### config.mk
export PLATFORM = sky130hd
export DESIGN_NAME = sobel_convolucao
export DESIGN_NICKNAME = d
export VERILOG_FILES = /design/src/rtl/sobel_convolucao.sv
export SDC_FILE = /design/constraint.sdc
export NUM_CORES = 1
export LEC_CHECK = 0
export CORE_MARGIN = 2
export CORE_UTILIZATION = 55
export DETAILED_ROUTE_END_ITERATION = 16
export PLACE_DENSITY_LB_ADDON = 0.12
export RECOVER_POWER = 50
export SLEW_MARGIN = 20
export SYNTH_ARGS = -nofsm -noshare
export SYNTH_HDL_FRONTEND = slang
export SYNTH_SLANG_ARGS = --single-unit
### constraint.sdc
create_clock -name clk -period 6.2 [get_ports clk]
set_input_delay 0.62 -clock clk [delete_from_list [all_inputs] [get_ports clk]]
set_output_delay 0.62 -clock clk [all_outputs]
set_load 0.05 [all_outputs]
### src/rtl/sobel_convolucao.sv
// Sobel gradient magnitude of one 3x3 window as a multi-cycle Nios II custom instruction.
// CARREGA latches p0..p7. CALCULA latches p8, then accumulates Gx/Gy one tap per cycle.
module sobel_convolucao #(
    parameter int LARGURA_ACC = 12
) (
    input  logic        clk,
    input  logic        reset_n,
    input  logic        clk_en,
    input  logic        start,
    input  logic [1:0]  n,
    input  logic [31:0] dataa,
    input  logic [31:0] datab,
    output logic        done,
    output logic [31:0] result
);

    typedef enum logic [2:0] {OCIOSO, CARREGA_FIM, ACUMULA, MAGNITUDE, FIM} estado_t;

    estado_t                        estado;
    logic [3:0]                     k;
    logic [8:0][7:0]                jan;
    logic signed [LARGURA_ACC-1:0]  gx;
    logic signed [LARGURA_ACC-1:0]  gy;
    logic [7:0]                     pix;
    logic [10:0]                    soma;

    function automatic logic signed [2:0] coef_gx(input logic [3:0] idx);
        case (idx)
            4'd0, 4'd6: return -3'sd1;
            4'd2, 4'd8: return 3'sd1;
            4'd3:       return -3'sd2;
            4'd5:       return 3'sd2;
            default:    return 3'sd0;
        endcase
    endfunction

    function automatic logic signed [2:0] coef_gy(input logic [3:0] idx);
        case (idx)
            4'd0, 4'd2: return -3'sd1;
            4'd1:       return -3'sd2;
            4'd6, 4'd8: return 3'sd1;
            4'd7:       return 3'sd2;
            default:    return 3'sd0;
        endcase
    endfunction

    // Coefficient magnitudes are only 0, 1 or 2, so the product is a shift and the sign picks add/subtract.
    function automatic logic signed [LARGURA_ACC-1:0] produto(input logic [7:0] p,
                                                             input logic signed [2:0] c);
        logic signed [LARGURA_ACC-1:0] mag;
        mag = '0;
        if (c == 3'sd2 || c == -3'sd2)
            mag = signed'({{(LARGURA_ACC-9){1'b0}}, p, 1'b0});
        else if (c != 3'sd0)
            mag = signed'({{(LARGURA_ACC-8){1'b0}}, p});
        return (c < 3'sd0) ? -mag : mag;
    endfunction

    function automatic logic [10:0] modulo(input logic signed [LARGURA_ACC-1:0] v);
        logic signed [LARGURA_ACC-1:0] a;
        a = (v < 0) ? -v : v;
        return a[10:0];
    endfunction

    function automatic logic [7:0] satura(input logic [10:0] s);
        return (s > 11'd255) ? 8'hFF : s[7:0];
    endfunction

    assign pix  = jan[k];
    assign soma = modulo(gx) + modulo(gy);

    always_ff @(posedge clk or negedge reset_n) begin
        if (!reset_n) begin
            estado <= OCIOSO;
            k      <= '0;
            jan    <= '0;
            gx     <= '0;
            gy     <= '0;
            done   <= 1'b0;
            result <= '0;
        end else if (clk_en) begin
            done <= 1'b0;
            case (estado)
                OCIOSO: begin
                    if (start) begin
                        case (n)
                            2'd0: begin
                                jan[3:0] <= dataa;
                                jan[7:4] <= datab;
                                result   <= '0;
                                done     <= 1'b1;
                                estado   <= CARREGA_FIM;
                            end
                            2'd1: begin
                                jan[8] <= dataa[7:0];
                                gx     <= '0;
                                gy     <= '0;
                                k      <= '0;
                                estado <= ACUMULA;
                            end
                            default: begin
                                result <= '0;
                                done   <= 1'b1;
                                estado <= CARREGA_FIM;
                            end
                        endcase
                    end
                end
                CARREGA_FIM: estado <= OCIOSO;
                ACUMULA: begin
                    gx <= gx + produto(pix, coef_gx(k));
                    gy <= gy + produto(pix, coef_gy(k));
                    if (k == 4'd8) begin
                        k      <= '0;
                        estado <= MAGNITUDE;
                    end else begin
                        k <= k + 4'd1;
                    end
                end
                // result and done are written on the same edge so done always marks a valid result
                MAGNITUDE: begin
                    result <= {13'b0, soma, satura(soma)};
                    done   <= 1'b1;
                    estado <= FIM;
                end
                FIM:     estado <= OCIOSO;
                default: estado <= OCIOSO;
            endcase
        end
    end

endmodule

* Word level (Yosys, flattened, before mapping)
Cells that the tools add are included.
** Word-level totals
- Bits of input ports :: 70
- Bits in registers :: 136
- Word-level logic and storage cells :: 104
** Cells by class
- $lt $le $gt $ge :: 6
- Equality and inequality tests :: 18
- Multiplexer cells :: 39
- $add $sub $neg :: 8
- Reduce and logical (&&, ||, !) cells :: 18
** Operator list (count)
- $mux W12 :: 8
- $mux W32 :: 2
- $pmux W32 S2 :: 1
- $pmux W12 S2 :: 2
- $bmux W8 S4 :: 1
- $mux W8 :: 4
- $add A12 B12 Y12 :: 2
- $lt A12 B1 Y1 const B :: 2
- $neg A12 Y12 :: 2
- $pmux W3 S4 :: 2
- $mux W11 :: 2
- $neg A11 Y11 :: 2
- $mux W3 :: 6
- $mux W9 :: 2
- $reduce_and A4 Y1 :: 4
- $eq A3 B2 Y1 const B :: 4
- $eq A4 B3 Y1 const B :: 3
- $mux W4 :: 3
- $add A11 B11 Y11 :: 1
- $gt A11 B8 Y1 const B :: 1
- $pmux W3 S3 :: 1
- $eq A4 B2 Y1 const B :: 2
- $pmux W4 S2 :: 1
- $reduce_or A2 Y1 :: 4
- other kinds (19) :: 27

* Logic depth before layout (Yosys ltp)
- Word-level depth :: 14
- Mapped depth :: 26
- Depth with buffers taken out :: 23

* Worst setup path before layout
No wires, ideal clock.
- Path type :: register to register
- Start :: register k[1]
- End :: register gy[11]
- Path buffers :: 3
- Required time :: 6065 ps
- Stages on the path, launching flop included :: 23
- Setup time :: 135 ps
- Period minus slack after synthesis :: 4533 ps
- Setup slack :: 1667 ps
- Data arrival time :: 4398 ps
- Path through :: dfrtp_1 > inv_1 > clkbuf_8 > ha_1 > a22oi_1 > clkbuf_8 > clkbuf_1 > o22ai_1 > inv_1 > ha_1 > nor2_1 > a21oi_1 > ha_1 > a21o_1 > a311o_1 > nor2_1 > o21bai_1 > a211oi_1 > o21bai_1 > a21oi_2 > xor2_1 > mux2i_1 > o22ai_1
** On the way
- Cells in the longest elaborated chain, start to end :: 14
- Elaborated cells on any way between the ends :: 26
- Classes of those cells :: 2 x add/sub; 1 x order compare; 7 x eq/ne; 11 x mux; 5 x reduce/logical
** RTL lines
- from (decl) :: RTL line 20 : logic [3:0] k;
- from (signal assigned) :: RTL line 117 : k <= k + 4'd1;
- $eq A4 B4 Y1, or another cell as far along :: RTL line 38 : case (idx)
- $reduce_or A2 Y1 :: RTL line 38
- $pmux W3 S4 :: RTL line 38
- $mux W3 :: RTL line 83 : case (estado)
- $mux W3 :: RTL line 81 : end else if (clk_en) begin
- $reduce_bool A3 Y1, or another cell as far along :: RTL line 54 : else if (c != 3'sd0)
- $mux W8 / $logic_or A1 B1 Y1 (equally long branches) :: RTL line 54, 52
- $mux W9 :: RTL line 52 : if (c == 3'sd2 || c == -3'sd2)
- $mux W12 :: RTL line 83
- $mux W12 :: RTL line 81
- $neg A12 Y12 :: RTL line 56 : return (c < 3'sd0) ? -mag : mag;
- $mux W12 * :: RTL line 56
- $add A12 B12 Y12 * :: RTL line 112 : gy <= gy + produto(pix, coef_gy(k));
- $pmux W12 S2 * :: RTL line 83
- to (signal assigned) :: RTL line 112
- to (decl) :: RTL line 23 : logic signed [LARGURA_ACC-1:0] gy;
Every way passes the cells marked *; elsewhere a longest branch is shown, timed or not. The select of a mux whose other input is x is not followed.
A chain may end at the register's enable or synchronous reset.

* Worst setup path in the final report
- Start :: register k[3]
- End :: register gy[11]
Same word-level chain as after synthesis.

==> reports/qor_table.md <==
| Quantity | This run | Unit |
|:---|:---|:---|
| Run status | finished with violations | - |
| Violations in the final reports | capacitance limit, slew limit | - |
| Path category of the worst min-delay check | reg -> reg | - |
| Core occupancy in the finished layout | 0.676 | - |
| Class of the most critical setup path | reg -> reg | - |
| Met2 usage | 0.444 | - |
| Share of synthesized area spent on multiplexers | 0.145 | - |
| Antenna diode count | 0 | - |
| Highest attainable clock frequency | 0.195 | GHz |
| Adder-cell area share of the yosys netlist | 0.0767 | - |
| Routed via count | 6092 | - |
| Worst-margin pin slew | 2.64 | ns |
| Critical path startpoint category | flop | - |
| Dominant combinational cell family by area after synthesis | compound AO/OA/AOI/OAI gates | - |
| Number of distinct library cells after synthesis | 75 | - |
| Largest net degree at the start of global routing | 80 | - |
| Detailed-route wire length per cell | 17.9 | µm |
| Top Ports | 103 | - |
| Layout-stage area growth over the synthesis result | 18.7 | % |
| Inserted Clock Buffers | 17 | - |
| DRC violations left | 0 | - |
| Global Route met1 Usage | 0.308 | - |
| Max Buffers Root-to-Sink | 2 | - |
| Peak-usage layer in the global routing report | met2 | - |
| Clk slew on worst S/H paths | 0.06 | ns |
| Mapped Area | 7960 | µm² |
| Worst clock skew | 0.0119 | ns |
| Number of global-route vias before repair | 6242 | - |
| Die Ht | 124 | µm |
| Sum of negative setup slack | 0 | ns |
| Peak fanout along the critical path | 17 | - |
| Die Wd | 124 | µm |
| Global-route wire length before repair | 31300 | µm |
| TritonCTS clock tree | built | - |
| Overall global routing resource usage | 0.252 | - |
| Site Rows | 43 | - |
| Sequential cell area fraction in the yosys report | 0.386 | - |
| Simple-Gate Fraction of Synth Area | 0.104 | - |
| CP Data Required Time | 6.50 | ns |
| Top post-synthesis cells by area | dfrtp_1 39%, mux2_2 10%, ha_1 6.9% | - |
| Violation count after the first detailed-route iteration | 391 | - |
| Final estimated routing congestion in global placement | 0.898 | - |
| Buffers inserted by post-CTS timing repair | 0 | - |
| Fraction of layout cells with a size suffix above 1 | 0.162 | - |
| Top flip-flop cell by instance count after synthesis | dfrtp_1 | - |
| Arrival @ worst endpoint | 5.43 | ns |
| Top cells by instance count after synthesis | 123 x dfrtp_1, 81 x nand2_1, 72 x mux2_2, 45 x xnor2_1, 44 x ha_1 | - |
| Setup violation total in the final timing report | 0 | - |
| Async S/R FF share, synth | 1.00 | - |
| Vias per std cell | 5.81 | - |
| Initial antenna violation count | 0 | - |
| GRT Residual Overflow | 0 | - |
| Fraction of met3 tracks used by global routing | 0.0473 | - |
| Flip-flop and latch count after synthesis | 123 | - |
| Floorplan die area | 15500 | µm² |
| Number of instances in the synthesized netlist | 777 | - |
| Most frequent cell after synthesis | dfrtp_1 | - |
| Proportion of netlist area held by the largest area contributor | 0.386 | - |
| Post-cts gate resize count | 0 | - |
| Post-synth EDFFs | 0 | - |
| Synth Area per Inst | 10.2 | µm² |
| Clock latency at the later pin of the worst-skew pair | 0.42 | ns |
| NumNets Final | 973 | - |
| Master cell of the clock root buffer | clkbuf_16 | - |
| Max Slew Vio Count | 143 | - |
| Slew headroom | -0.760 | - |
| TritonRoute pass-1 iters | 5 | - |
| Total length of routed wires | 18800 | µm |
| Complex-gate fraction of the synthesized area | 0.162 | - |
| Starting utilization of the core area | 0.569 | - |
| Post-synthesis share of cell area spent on xor and xnor gates | 0.0693 | - |
| RSZ-0062 raised after global routing | false | - |
| Clock H-tree levels | 4 | - |
| Cell taking the most area after synthesis | dfrtp_1 | - |
| Fraction of the cycle the final worst path needs | 0.828 | - |
| Input/output buffers | 89 | - |
| Sort of element at the end of the critical path | flop | - |
| Cts-stage hold buffer count | 0 | - |
| Antenna-violating nets left | 0 | - |
| Max-cap violation count | 3 | - |
| Core Footprint | 14000 | µm² |
| Period minus WS final | 5.13 | ns |
| Number of endpoints with negative hold slack in the final report | 0 | - |
| Yosys warning total | 0 | - |
| HPWL after DPL | 13800 | µm |
| Sinks on the clock net | 123 | - |
## layout make-up
class | count | area (µm²)
fillers | 1113 | 4540
clock buffers | 21 | 470
well taps | 180 | 225
flip-flops and latches | 123 | 3080
multi-input cells | 590 | 4480
inverters | 27 | 104
clock inverters | 11 | 159
repair buffers | 97 | 938
## layer usage
metal  wire, µm  vias to the layer above
met5          0                        -
met4        420                        0
met3        670                       27
met2       9720                      158
met1       7960                     2987
li1           -                     2920
## sequential cells by signal, summed over array words and instances (netlist names)
signal / count
gx: 12
gy: 12
result: 19
estado: 3
jan: 72
k: 4
done: 1
## cells in the final DEF (no fill, tap or decap), drive strengths merged, types with 7 or more instances in the layout
cell type	netlist	final
dfrtp	123	123
clkdlybuf4s50	0	82
nand2	81	81
mux2	74	74
xnor2	45	45
ha	44	44
o21ai	44	44
a21oi	41	41
nor2	36	36
inv	27	29
mux2i	25	25
o22ai	24	24
clkbuf	21	24
xor2	18	18
a21o	18	18
nand3	16	16
conb	1	13
a22o	9	9
or3	8	8
nor3	8	8
o31ai	8	8
a211oi	8	8
nor2b	7	7
## stage by stage
step | cells | setup slack (ns) | instance area, µm² | hold WS, ns
floorplan | 789 | 1.67 | 8010 | 0.324
detailed placement | 1017 | 1.13 | 8840 | 0.469
global route | 1049 | 0.484 | 9450 | 0.504
finish | 1049 | 1.07 | 9450 | 0.479
global placement | 1017 | 1.24 | 8840 | 0.461
CTS | 1049 | 1.11 | 9470 | 0.224
## path summary, 6_finish.rpt
kind | slack, ns | to | startpoint | cells past startpoint
worst max-delay path | 1.07 | gy[11] | k[3] | 17
worst min-delay path | 0.48 | result[11] | result[11] | 2
worst max register to register | 1.07 | gy[11] | k[3] | 17
worst min register to register | 0.48 | result[11] | result[11] | 2
max in group asynchronous | 2.23 | result[8] | reset_n | 2
min in group asynchronous | 1.02 | result[7] | reset_n | 1
## critical path, stage by stage, from the launching register on
cell,delay [ns]
dfrtp_1,0.83
mux2_1,0.39
a22oi_1,0.16
o22ai_1,0.12
o21ai_2,0.48
nand3_1,0.22
a21oi_1,0.25
nor2b_1,0.33
a31oi_1,0.16
xnor2_1,0.28
ha_1,0.33
and3_1,0.20
a211oi_1,0.36
o21bai_1,0.13
a21oi_2,0.24
xor2_1,0.22
mux2i_1,0.20
o22ai_1,0.09
## cells by family (layout without fill, tap and decap cells)
kind of cell	after synthesis	count (layout)
compound gates	187	187
xor+xnor	63	63
fa+ha+maj	47	47
buf+inv	76	156
flops	123	123
mux	102	102
other cells	1	13
simple gates	178	178
Power is left out: the tool's default activity adds up to more than one toggle a clock period on the data nets, which glitch-free logic cannot reach.
